<file path="config.mk">
export PLATFORM = sky130hd
export DESIGN_NAME = hazard_unit
export DESIGN_NICKNAME = d
export VERILOG_FILES = /design/src/rtl/hazard_unit_pkg.sv /design/src/rtl/hazard_unit_md_busy_fsm.sv /design/src/rtl/hazard_unit.sv
export SDC_FILE = /design/constraint.sdc
export NUM_CORES = 1
export LEC_CHECK = 0
export ABC_CLOCK_PERIOD_IN_PS = 4900
export CAP_MARGIN = 20
export CORE_MARGIN = 1
export CORE_UTILIZATION = 47
export DETAILED_ROUTE_END_ITERATION = 12
export PLACE_DENSITY = 0.8
export SETUP_SLACK_MARGIN = 0.2
export SYNTH_ARGS = -nofsm -noshare
export SYNTH_HDL_FRONTEND = slang
export SYNTH_SLANG_ARGS = --single-unit
export TNS_END_PERCENT = 1
</file>
<file path="constraint.sdc">
create_clock -name clk -period 4.9 [get_ports clk]
set_input_delay 1.47 -clock clk [delete_from_list [all_inputs] [get_ports clk]]
set_output_delay 1.47 -clock clk [all_outputs]
set_load 0.02 [all_outputs]
</file>
<file path="src/rtl/hazard_unit_pkg.sv">
// Shared encodings and helpers for the pipeline hazard controller.
package hazard_unit_pkg;

  localparam int REG_SRC_LENGTH = 2;
  localparam logic [REG_SRC_LENGTH-1:0] REG_SRC_MEM = 2'b01;

  localparam logic [1:0] FWD_REG = 2'b00;
  localparam logic [1:0] FWD_WB  = 2'b01;
  localparam logic [1:0] FWD_MEM = 2'b10;

  typedef enum logic {MD_IDLE, MD_BUSY} md_state_t;

  // A write to $0 is architecturally discarded, so it never produces a dependency.
  function automatic logic reg_hit(input logic we, input logic [4:0] dst, input logic [4:0] src);
    return we && (dst != 5'd0) && (dst == src);
  endfunction

endpackage

</file>
<file path="src/rtl/hazard_unit_md_busy_fsm.sv">
// Mul/div occupancy tracker: busy for MD_LATENCY-1 cycles after a start, then a done pulse.
module md_busy_fsm
  import hazard_unit_pkg::*;
#(
  parameter int MD_LATENCY = 8
) (
  input  logic clk,
  input  logic rst,
  input  logic start,
  output logic busy,
  output logic done
);

  localparam int CW = (MD_LATENCY > 2) ? $clog2(MD_LATENCY) : 1;

  md_state_t     state;
  logic [CW-1:0] md_cnt;

  always_ff @(posedge clk or posedge rst) begin
    if (rst) begin
      state  <= MD_IDLE;
      md_cnt <= '0;
      busy   <= 1'b0;
      done   <= 1'b0;
    end else begin
      done <= 1'b0;
      case (state)
        MD_IDLE: begin
          if (start) begin
            state  <= MD_BUSY;
            md_cnt <= CW'(MD_LATENCY - 2);
            busy   <= 1'b1;
          end
        end
        MD_BUSY: begin
          // A start while busy is ignored; upstream stalling should prevent it.
          if (md_cnt == '0) begin
            state <= MD_IDLE;
            busy  <= 1'b0;
            done  <= 1'b1;
          end else begin
            md_cnt <= md_cnt - CW'(1);
          end
        end
        default: begin
          state <= MD_IDLE;
          busy  <= 1'b0;
        end
      endcase
    end
  end

endmodule

</file>
<file path="src/rtl/hazard_unit.sv">
// Pipeline hazard controller: forwarding selects, stall/flush generation,
// mul/div busy sequencing and saturating stall/flush performance counters.
module hazard_unit
  import hazard_unit_pkg::*;
#(
  parameter int MD_LATENCY = 8,
  parameter int CNT_W      = 32
) (
  input  logic                      clk,
  input  logic                      rst,
  input  logic [4:0]                rsD,
  input  logic [4:0]                rtD,
  input  logic [4:0]                rsE,
  input  logic [4:0]                rtE,
  input  logic [4:0]                writeRegE,
  input  logic [4:0]                writeRegM,
  input  logic [4:0]                writeRegW,
  input  logic                      Regfile_weE,
  input  logic                      Regfile_weM,
  input  logic                      Regfile_weW,
  input  logic [REG_SRC_LENGTH-1:0] regSrc_muxE,
  input  logic [REG_SRC_LENGTH-1:0] regSrc_muxM,
  input  logic                      branchD,
  input  logic                      pcSrcD,
  input  logic                      mdStartE,
  input  logic                      mdUseD,
  output logic                      stallF,
  output logic                      stallD,
  output logic                      flushD,
  output logic                      flushE,
  output logic [1:0]                forwardAE,
  output logic [1:0]                forwardBE,
  output logic                      forwardAD,
  output logic                      forwardBD,
  output logic                      mdBusy,
  output logic                      mdDone,
  output logic [CNT_W-1:0]          stallCnt,
  output logic [CNT_W-1:0]          flushCnt
);

  logic lw_stall, br_stall, md_stall, stall;
  logic load_e, load_m;

  // MEM result is newer than WB, so it wins when both match.
  always_comb begin
    forwardAE = FWD_REG;
    if (reg_hit(Regfile_weM, writeRegM, rsE))      forwardAE = FWD_MEM;
    else if (reg_hit(Regfile_weW, writeRegW, rsE)) forwardAE = FWD_WB;
    forwardBE = FWD_REG;
    if (reg_hit(Regfile_weM, writeRegM, rtE))      forwardBE = FWD_MEM;
    else if (reg_hit(Regfile_weW, writeRegW, rtE)) forwardBE = FWD_WB;
  end

  assign forwardAD = reg_hit(Regfile_weM, writeRegM, rsD);
  assign forwardBD = reg_hit(Regfile_weM, writeRegM, rtD);

  assign load_e   = (regSrc_muxE == REG_SRC_MEM);
  assign load_m   = (regSrc_muxM == REG_SRC_MEM);
  assign lw_stall = reg_hit(load_e, writeRegE, rsD) || reg_hit(load_e, writeRegE, rtD);
  // Branches compare in ID, so an ALU result still in EX or a load in MEM is too late.
  assign br_stall = branchD &&
                    (reg_hit(Regfile_weE, writeRegE, rsD) || reg_hit(Regfile_weE, writeRegE, rtD) ||
                     reg_hit(load_m, writeRegM, rsD)      || reg_hit(load_m, writeRegM, rtD));
  assign md_stall = mdUseD && (mdBusy || mdStartE);
  assign stall    = lw_stall || br_stall || md_stall;

  assign stallF = stall;
  assign stallD = stall;
  assign flushE = stall;
  assign flushD = pcSrcD && !stall;

  md_busy_fsm #(.MD_LATENCY(MD_LATENCY)) u_md_fsm (
    .clk   (clk),
    .rst   (rst),
    .start (mdStartE),
    .busy  (mdBusy),
    .done  (mdDone)
  );

  always_ff @(posedge clk or posedge rst) begin
    if (rst) begin
      stallCnt <= '0;
      flushCnt <= '0;
    end else begin
      if (stall && (stallCnt != '1))  stallCnt <= stallCnt + CNT_W'(1);
      if (flushD && (flushCnt != '1)) flushCnt <= flushCnt + CNT_W'(1);
    end
  end

endmodule

</file>
==> metrics.md, run 1 <==
| Metric | Value |
|---|---|
| Status | `finished clean` |
| Crit path DAT | `about 3300 ps` |
| WS Path Type | `input pin to primary output` |
| P_sw | `0.000662 W` |
| Synth warn | `0` |
| Placer Congestion | `around 0.83` |
| Yosys cell types | `39` |
| First-pass GRT wire length | `17.5 mm` |
| Starting Density | `between 40% and 50%` |
| Worst hold path type | `flip-flop to flip-flop` |
| Least-Margin Pin Slew | `between 600 and 700 ps` |
| EDFF count, synth | `0` |
| CP cell instances | `clkdlybuf4s50_1 -> xor2_1 -> nor3_2 -> nand3_1 -> a2111o_1 -> and3_4 -> and2_1 -> buf_4` |
| Final worst path period share | `just under 100%` |
| Total gr overflow | `0` |
| Root buffer cell | `clkbuf_8` |
| Setup WS pre-CTS | `-510 ps` |
| Die area | `approximately 9000 µm²` |
| Cell area after layout | `a little under 6000 µm²` |
| Clk buf depth | `2` |
| Post-Syn Area | `about 4000 µm²` |
| Worst slew margin | `between 50% and 60%` |
| Critical path's slowest cell | `clkdlybuf4s50_1` |
| Drt drc | `0` |
| Yosys reg bits | `70` |
| FF-to-FF path depth | `8` |
| Biggest cell delay along the critical path | `around 440 ps` |
| Dpl cells | `~660` |
| Cell internal pwr | `about 0.0012 W` |
| CTS Sinks | `70` |
| Drt wl/cell | `16.3 µm` |
| CP startpoint kind | `input pin` |
| Top FF cell, synth | `dfrtp_1` |
| Syn_area_per_cell | `9.57 µm²` |
| DR pass1 iterations | `4` |
| Via density | `5.52` |
| Sequential share of power | `approximately two fifths` |
| Total track usage | `25.0%` |
| Share of layout cells above drive strength 1 | `around an eighth` |
| Dpl hpwl | `between 7 and 8 mm` |
| Asr flop ratio synth | `between 90% and 100%` |
| Vias in the first global route | `3665` |
| Peak Freq | `approximately 210 MHz` |
| Setup violations, final | `0` |
| Initial antenna violation count | `0` |
| Setup Skew | `7.01 ps` |
| Vias | `3719` |
| Nets | `about 620` |
| Placed Area | `roughly 5500 µm²` |
| Worst Path Max Fanout | `3` |
| CP Capture Type | `primary output` |
| Die Y | `approximately 95 µm` |
| WHS Path Cells | `1` |
| Sw Ratio | `between 30% and 40%` |
| Rows | `33` |
| Largest net degree at the start of global routing | `52` |
| DRT iter0 DRCs | `approximately 160` |
| CTS Buf Count | `9` |
| Final ANT Viol Nets | `0` |
| Fin cells | `between 600 and 700` |
| Tmin final | `4720 ps` |
| Hold Slack | `~490 ps` |
| # IOs | `124` |
| Routed wire length | `between 10 and 15 mm` |
| Critical path data required time | `~3400 ps` |
| Static leakage | `between 2 and 3 nW` |
| RSZ-0062 raised after global routing | `yes` |
| Number of I/O port buffers | `around 120` |
| Power Density | `about 330 nW/µm²` |
| Chip Width | `approximately 95 µm` |
| CORE AREA | `approximately 8300 µm²` |
| # Max-Cap Violations | `0` |
| Sequential area share after synthesis | `a little over two fifths` |
| H-tree depth | `3` |
| CTS tree | `built` |
| CTS clk-pin slew, worst paths | `80 ps` |
| Fill count | `around 640` |
| Diodes inserted | `0` |
| Clock latency at the later pin of the worst-skew pair | `~340 ps` |
| Slew Viols, Final | `0` |
| Syn Inst Count | `422` |
| Final worst slack | `between 150 and 200 ps` |
| Mapped Nets | `474` |
| Clk pwr share | `between 20% and 30%` |
| Final hold viol count | `0` |
| Comb pwr share | `approximately a third` |
| Area Overhead vs Synth | `42.7%` |
| Maximum VDD drop | `between 0.2 and 0.25 mV` |
state kept, by name, summed over array words and instances, names as in the netlist:
register,cells
u_md_fsm.state,1
u_md_fsm.done,1
u_md_fsm.busy,1
flushCnt,32
stallCnt,32
u_md_fsm.md_cnt,3
repair_timing:
action	4_1_cts	5_1_grt
hold buffers	0	0
pin swaps	2	6
endpoints found under the hold margin	0	0
endpoints found under the setup margin	10	7
setup buffers	0	1
resized for setup	42	12
per-stage QoR:
stage,total power (W),setup TNS [ps],util (%)
2_1_floorplan,0.00110,0,-
3_3_place_gp,0.00137,-2800,67.0
3_5_place_dp,0.00140,-3270,67.0
4_1_cts,0.00189,0,69.5
5_1_grt,0.00198,0,69.8
6_report,0.00188,0,69.8
cells in the final DEF, fill, tap and decap left out, types with 6 or more instances in the layout:
| cell | Yosys | final |
|---|---|---|
| nand2_1 | 33 | 33 |
| nand4_1 | 14 | 14 |
| xor2_1 | 77 | 77 |
| clkbuf_8 | 0 | 10 |
| and3_1 | 10 | 9 |
| and4_1 | 6 | 6 |
| dlygate4sd2_1 | 0 | 7 |
| inv_1 | 11 | 10 |
| nor3_1 | 33 | 31 |
| dfrtp_1 | 70 | 70 |
| xnor2_1 | 23 | 23 |
| dlymetal6s2s_1 | 0 | 6 |
| nor4_1 | 28 | 24 |
| nor2_1 | 16 | 16 |
| buf_4 | 3 | 33 |
| o21ai_0 | 7 | 6 |
| nand3_1 | 32 | 32 |
| clkdlybuf4s50_1 | 0 | 103 |
layer usage:
layer | track usage (%) | vias up | wire length, µm
li1 | - | 1759 | -
met1 | 33.1 | 1808 | 4880
met2 | 40.9 | 136 | 5240
met3 | 4.99 | 16 | 698
met4 | 8.08 | 0 | 176
met5 | 0 | - | 0
kinds of logic (layout without fill, tap and decap cells):
group,Yosys count,after routing,synth area share [%]
buffers and inverters,34,181,3.78
and+or+nand+nor,198,198,26.9
muxes,4,4,1.18
DFF,70,70,43.4
AOI/OAI and AO/OA,12,12,1.86
xor gates and xnor gates,100,100,21.7
adders and majority gates,4,4,1.24
power groups by stage:
stage                     combinational, W  clock (W)  sequential [W]
after floorplan                   0.000250          0        0.000852
after global placement            0.000593          0        0.000776
after detailed placement          0.000613          0        0.000783
after CTS                         0.000615   0.000499        0.000773
after global routing              0.000669   0.000520        0.000793
final                             0.000612   0.000489        0.000776
cells in the mapped netlist, types with 2 or more instances:
cell type  number  share of area [%]
nand3b_1        2               0.37
nand2b_1        2               0.31
buf_2           5               0.62
mux2_2          2               0.56
xor2_1         77                 17
nor3_1         33                4.1
clkbuf_1       13                1.2
nor4b_1         2               0.43
nand2_1        33                3.1
inv_1          11                1.0
buf_4           3               0.56
xnor2_1        23                5.0
or4_1           5               0.93
nor3b_1         4               0.74
ha_1            4                1.2
dfrtp_1        70                 43
or3_1           2               0.31
and4_1          6                1.3
and3_1         10                1.5
nor4_1         28                4.3
o21ai_0         7               0.87
nand4_1        14                2.2
and2_1          4               0.62
nand3_1        32                4.0
nor2_1         16                1.5
critical path: cells and delay by family:
kind | cells | cell delay (ps)
buffers and inverters | 2 | 590
XOR/XNOR | 1 | 170
AND/OR/NAND/NOR | 4 | 640
AO/OA/AOI/OAI | 1 | 390
worst paths after layout:
kind	from	to	slack (ps)
worst max-delay path	rtD[4]	flushD	180
worst min-delay path	stallCnt[14]$_DFFE_PP0P_	stallCnt[14]$_DFFE_PP0P_	490
worst max register to register	flushCnt[0]$_DFFE_PP0P_	flushCnt[1]$_DFFE_PP0P_	1860
worst min register to register	stallCnt[14]$_DFFE_PP0P_	stallCnt[14]$_DFFE_PP0P_	490
max in group asynchronous	rst	flushCnt[26]$_DFFE_PP0P_	2480
min in group asynchronous	rst	stallCnt[6]$_DFFE_PP0P_	1430
cell type report:
| type | count | area (µm²) | share of cell area (%) |
|---|---|---|---|
| Clock inverter | 6 | 68.8 | 1.19 |
| Timing Repair Buffer | 153 | 1450 | 25.1 |
| Clock buffer | 10 | 138 | 2.39 |
| Tap cell | 105 | 131 | 2.28 |
| Sequential cell | 70 | 1750 | 30.4 |
| Inverter | 12 | 45.0 | 0.781 |
| Multi-Input combinational cell | 318 | 2180 | 37.9 |
(Power assumes the default switching activity.)
==> inputs of run 2 (changes only) <==
CORE_UTILIZATION = 60   (was 47)
DONT_BUFFER_PORTS = 1   (was unset)
PLACE_DENSITY = 0.76   (was 0.8)
==> metrics.md, run 2 (same netlist as run 1, synthesis figures left out) <==
| Metric | Value |
|---|---|
| Rows | `29` |
| Die Y | `around 84 µm` |
| Hold Slack | `518 ps` |
| Crit path DAT | `a little over 3000 ps` |
| Root buffer cell | `clkbuf_8` |
| Peak Freq | `around 220 MHz` |
| Vias in the first global route | `roughly 3.1k` |
| CP bufs+invs | `3` |
| Drt drc | `12` |
| Combined flip-flop and latch cell area | `roughly 1800 µm²` |
| FF-to-FF path depth | `8` |
| Tmin final | `approximately 4600 ps` |
| Critical path's slowest cell | `or4_1` |
| Clk pwr share | `31.4%` |
| CTS clk-pin slew, worst paths | `70 ps` |
| Commonest non-fill, non-tap cell in the layout | `xor2_1` |
| Largest net degree at the start of global routing | `49` |
| Number of I/O port buffers | `0` |
| Static leakage | `2.00 nW` |
| Initial antenna violation count | `0` |
| Sw Ratio | `approximately 34%` |
| Area Overhead vs Synth | `8.24%` |
| First-pass GRT wire length | `~15 mm` |
| Setup TNS | `0 ps` |
| Worst r2r dst | `flushCnt[1]$_DFFE_PP0P_` |
| DR pass1 iterations | `8` |
| Starting Density | `a little over three fifths` |
| Final worst path period share | `between 90% and 100%` |
| Setup violations, final | `0` |
| Placer Congestion | `about 0.83` |
| CTS Sinks | `70` |
| WHS Path Cells | `1` |
| Setup Fix Bufs, Post-CTS | `0` |
| Final hold viol count | `0` |
| Diodes inserted | `0` |
| Total gr overflow | `0` |
| Cell internal pwr | `roughly 0.0011 W` |
| Clock latency at the later pin of the worst-skew pair | `340 ps` |
| # IOs | `approximately 120` |
| Least-Margin Pin Slew | `~1000 ps` |
| Share of layout cells above drive strength 1 | `under 10%` |
| Worst Path Max Fanout | `5` |
| Biggest regs | `flushCnt x32, stallCnt x32, u_md_fsm.md_cnt x3` |
| CORE AREA | `roughly 6400 µm²` |
| P_sw | `between 0.0005 and 0.0006 W` |
| Nets | `~470` |
| Die area | `7070 µm²` |
| CP Depth | `7` |
| Crit-path leading delay family | `simple AND/OR/NAND/NOR gates` |
| Worst R2R Start | `flushCnt[0]$_DFFE_PP0P_` |
| Worst slew margin | `about a third` |
| Final ANT Viol Nets | `0` |
| CP Capture Type | `primary output` |
| Fill count | `517` |
| Maximum VDD drop | `0.272 mV` |
| # Max-Cap Violations | `0` |
| Comb pwr share | `roughly 17%` |
| WS Path Type | `input pin to primary output` |
| Flop-to-flop setup slack | `between 1500 and 2000 ps` |
| Drt wl/cell | `17.4 µm` |
| Via density | `between 6 and 7` |
| Critical Path Source | `writeRegM[1]` |
| Worst hold path type | `flip-flop to flip-flop` |
| Critical path data required time | `roughly 3400 ps` |
| Total track usage | `a little over a quarter` |
| CTS Buf Count | `9` |
| CTS tree | `built` |
| H-tree depth | `3` |
| RSZ-0062 raised after global routing | `yes` |
| Routed wire length | `8.79 mm` |
| CP startpoint kind | `input pin` |
| Sequential share of power | `51.6%` |
| Slew Viols, Final | `0` |
| Vias | `3103` |
| Most frequent cells in the layout | `xor2_1 (77), dfrtp_1 (70), nand2_1 (33), nand3_1 (32), nor3_1 (32)` |
| CP cell instances | `or4_1 -> o21ai_1 -> nor4_1 -> buf_2 -> clkbuf_1 -> nor4_2 -> buf_4` |
| Chip Width | `around 84 µm` |
| Biggest cell delay along the critical path | `about 540 ps` |
| Multi-input gate area | `about 2200 µm²` |
| Power Density | `about 390 nW/µm²` |
| DRT iter0 DRCs | `roughly 140` |
| Clk buf depth | `2` |
| Critical path endpoint | `forwardBE[0]` |
| Status | `complete, but fails checks` |
| Setup Skew | `approximately 6.0 ps` |
| Failing checks | `DRC` |
| Dpl hpwl | `6.48 mm` |
==> run 2: power groups by stage <==
stage | Clock [W] | Sequential, W | Combinational [W]
floorplan | 0 | 0.000852 | 0.000250
global placement | 0 | 0.000882 | 0.000276
detailed placement | 0 | 0.000889 | 0.000289
CTS | 0.000548 | 0.000878 | 0.000290
global route | 0.000569 | 0.000893 | 0.000332
finish | 0.000534 | 0.000877 | 0.000290
==> run 2: worst min-delay path by stage <==
stage / startpoint / end / slack (ps)
after floorplan: u_md_fsm.md_cnt[0]$_DFFE_PP0P_ / u_md_fsm.md_cnt[0]$_DFFE_PP0P_ / 460
after global placement: u_md_fsm.md_cnt[0]$_DFFE_PP0P_ / u_md_fsm.md_cnt[0]$_DFFE_PP0P_ / 480
after detailed placement: u_md_fsm.md_cnt[0]$_DFFE_PP0P_ / u_md_fsm.md_cnt[0]$_DFFE_PP0P_ / 510
after CTS: u_md_fsm.md_cnt[0]$_DFFE_PP0P_ / u_md_fsm.md_cnt[0]$_DFFE_PP0P_ / 520
after global routing: u_md_fsm.md_cnt[0]$_DFFE_PP0P_ / u_md_fsm.md_cnt[0]$_DFFE_PP0P_ / 570
final: u_md_fsm.md_cnt[0]$_DFFE_PP0P_ / u_md_fsm.md_cnt[0]$_DFFE_PP0P_ / 520
==> run 2: layer usage <==
metal,wire (µm),GRT usage [%],vias to the layer above
met4,156,8.78,0
li1,-,-,1476
met2,4380,43.0,92
met5,0,0,-
met1,3740,33.1,1519
met3,514,8.80,16
==> run 2: through the flow <==
step	setup slack [ps]	power [W]	util, %	instances	instance area (µm²)
2_1_floorplan	193	0.00110	-	422	4060
3_3_place_gp	355	0.00116	63.8	484	4100
3_5_place_dp	290	0.00118	63.8	484	4100
4_1_cts	285	0.00172	67.5	500	4330
5_1_grt	182	0.00180	68.1	504	4370
6_report	322	0.00170	68.1	504	4370
==> run 2: final cells by class <==
class	count	area share (%)
Clock buffer	13	3.86
Clock inverter	3	1.49
Inverter	12	1.03
Multi-Input combinational cell	318	49.2
Sequential cell	70	40.1
Tap cell	77	2.20
Timing Repair Buffer	11	2.12
==> run 2: what timing repair did <==
| item | 4_1_cts | 5_1_grt |
|---|---|---|
| endpoints found under the hold margin | 0 | 0 |
| resized for setup | 0 | 1 |
| hold buffers | 0 | 0 |
| setup endpoints to repair | 0 | 2 |
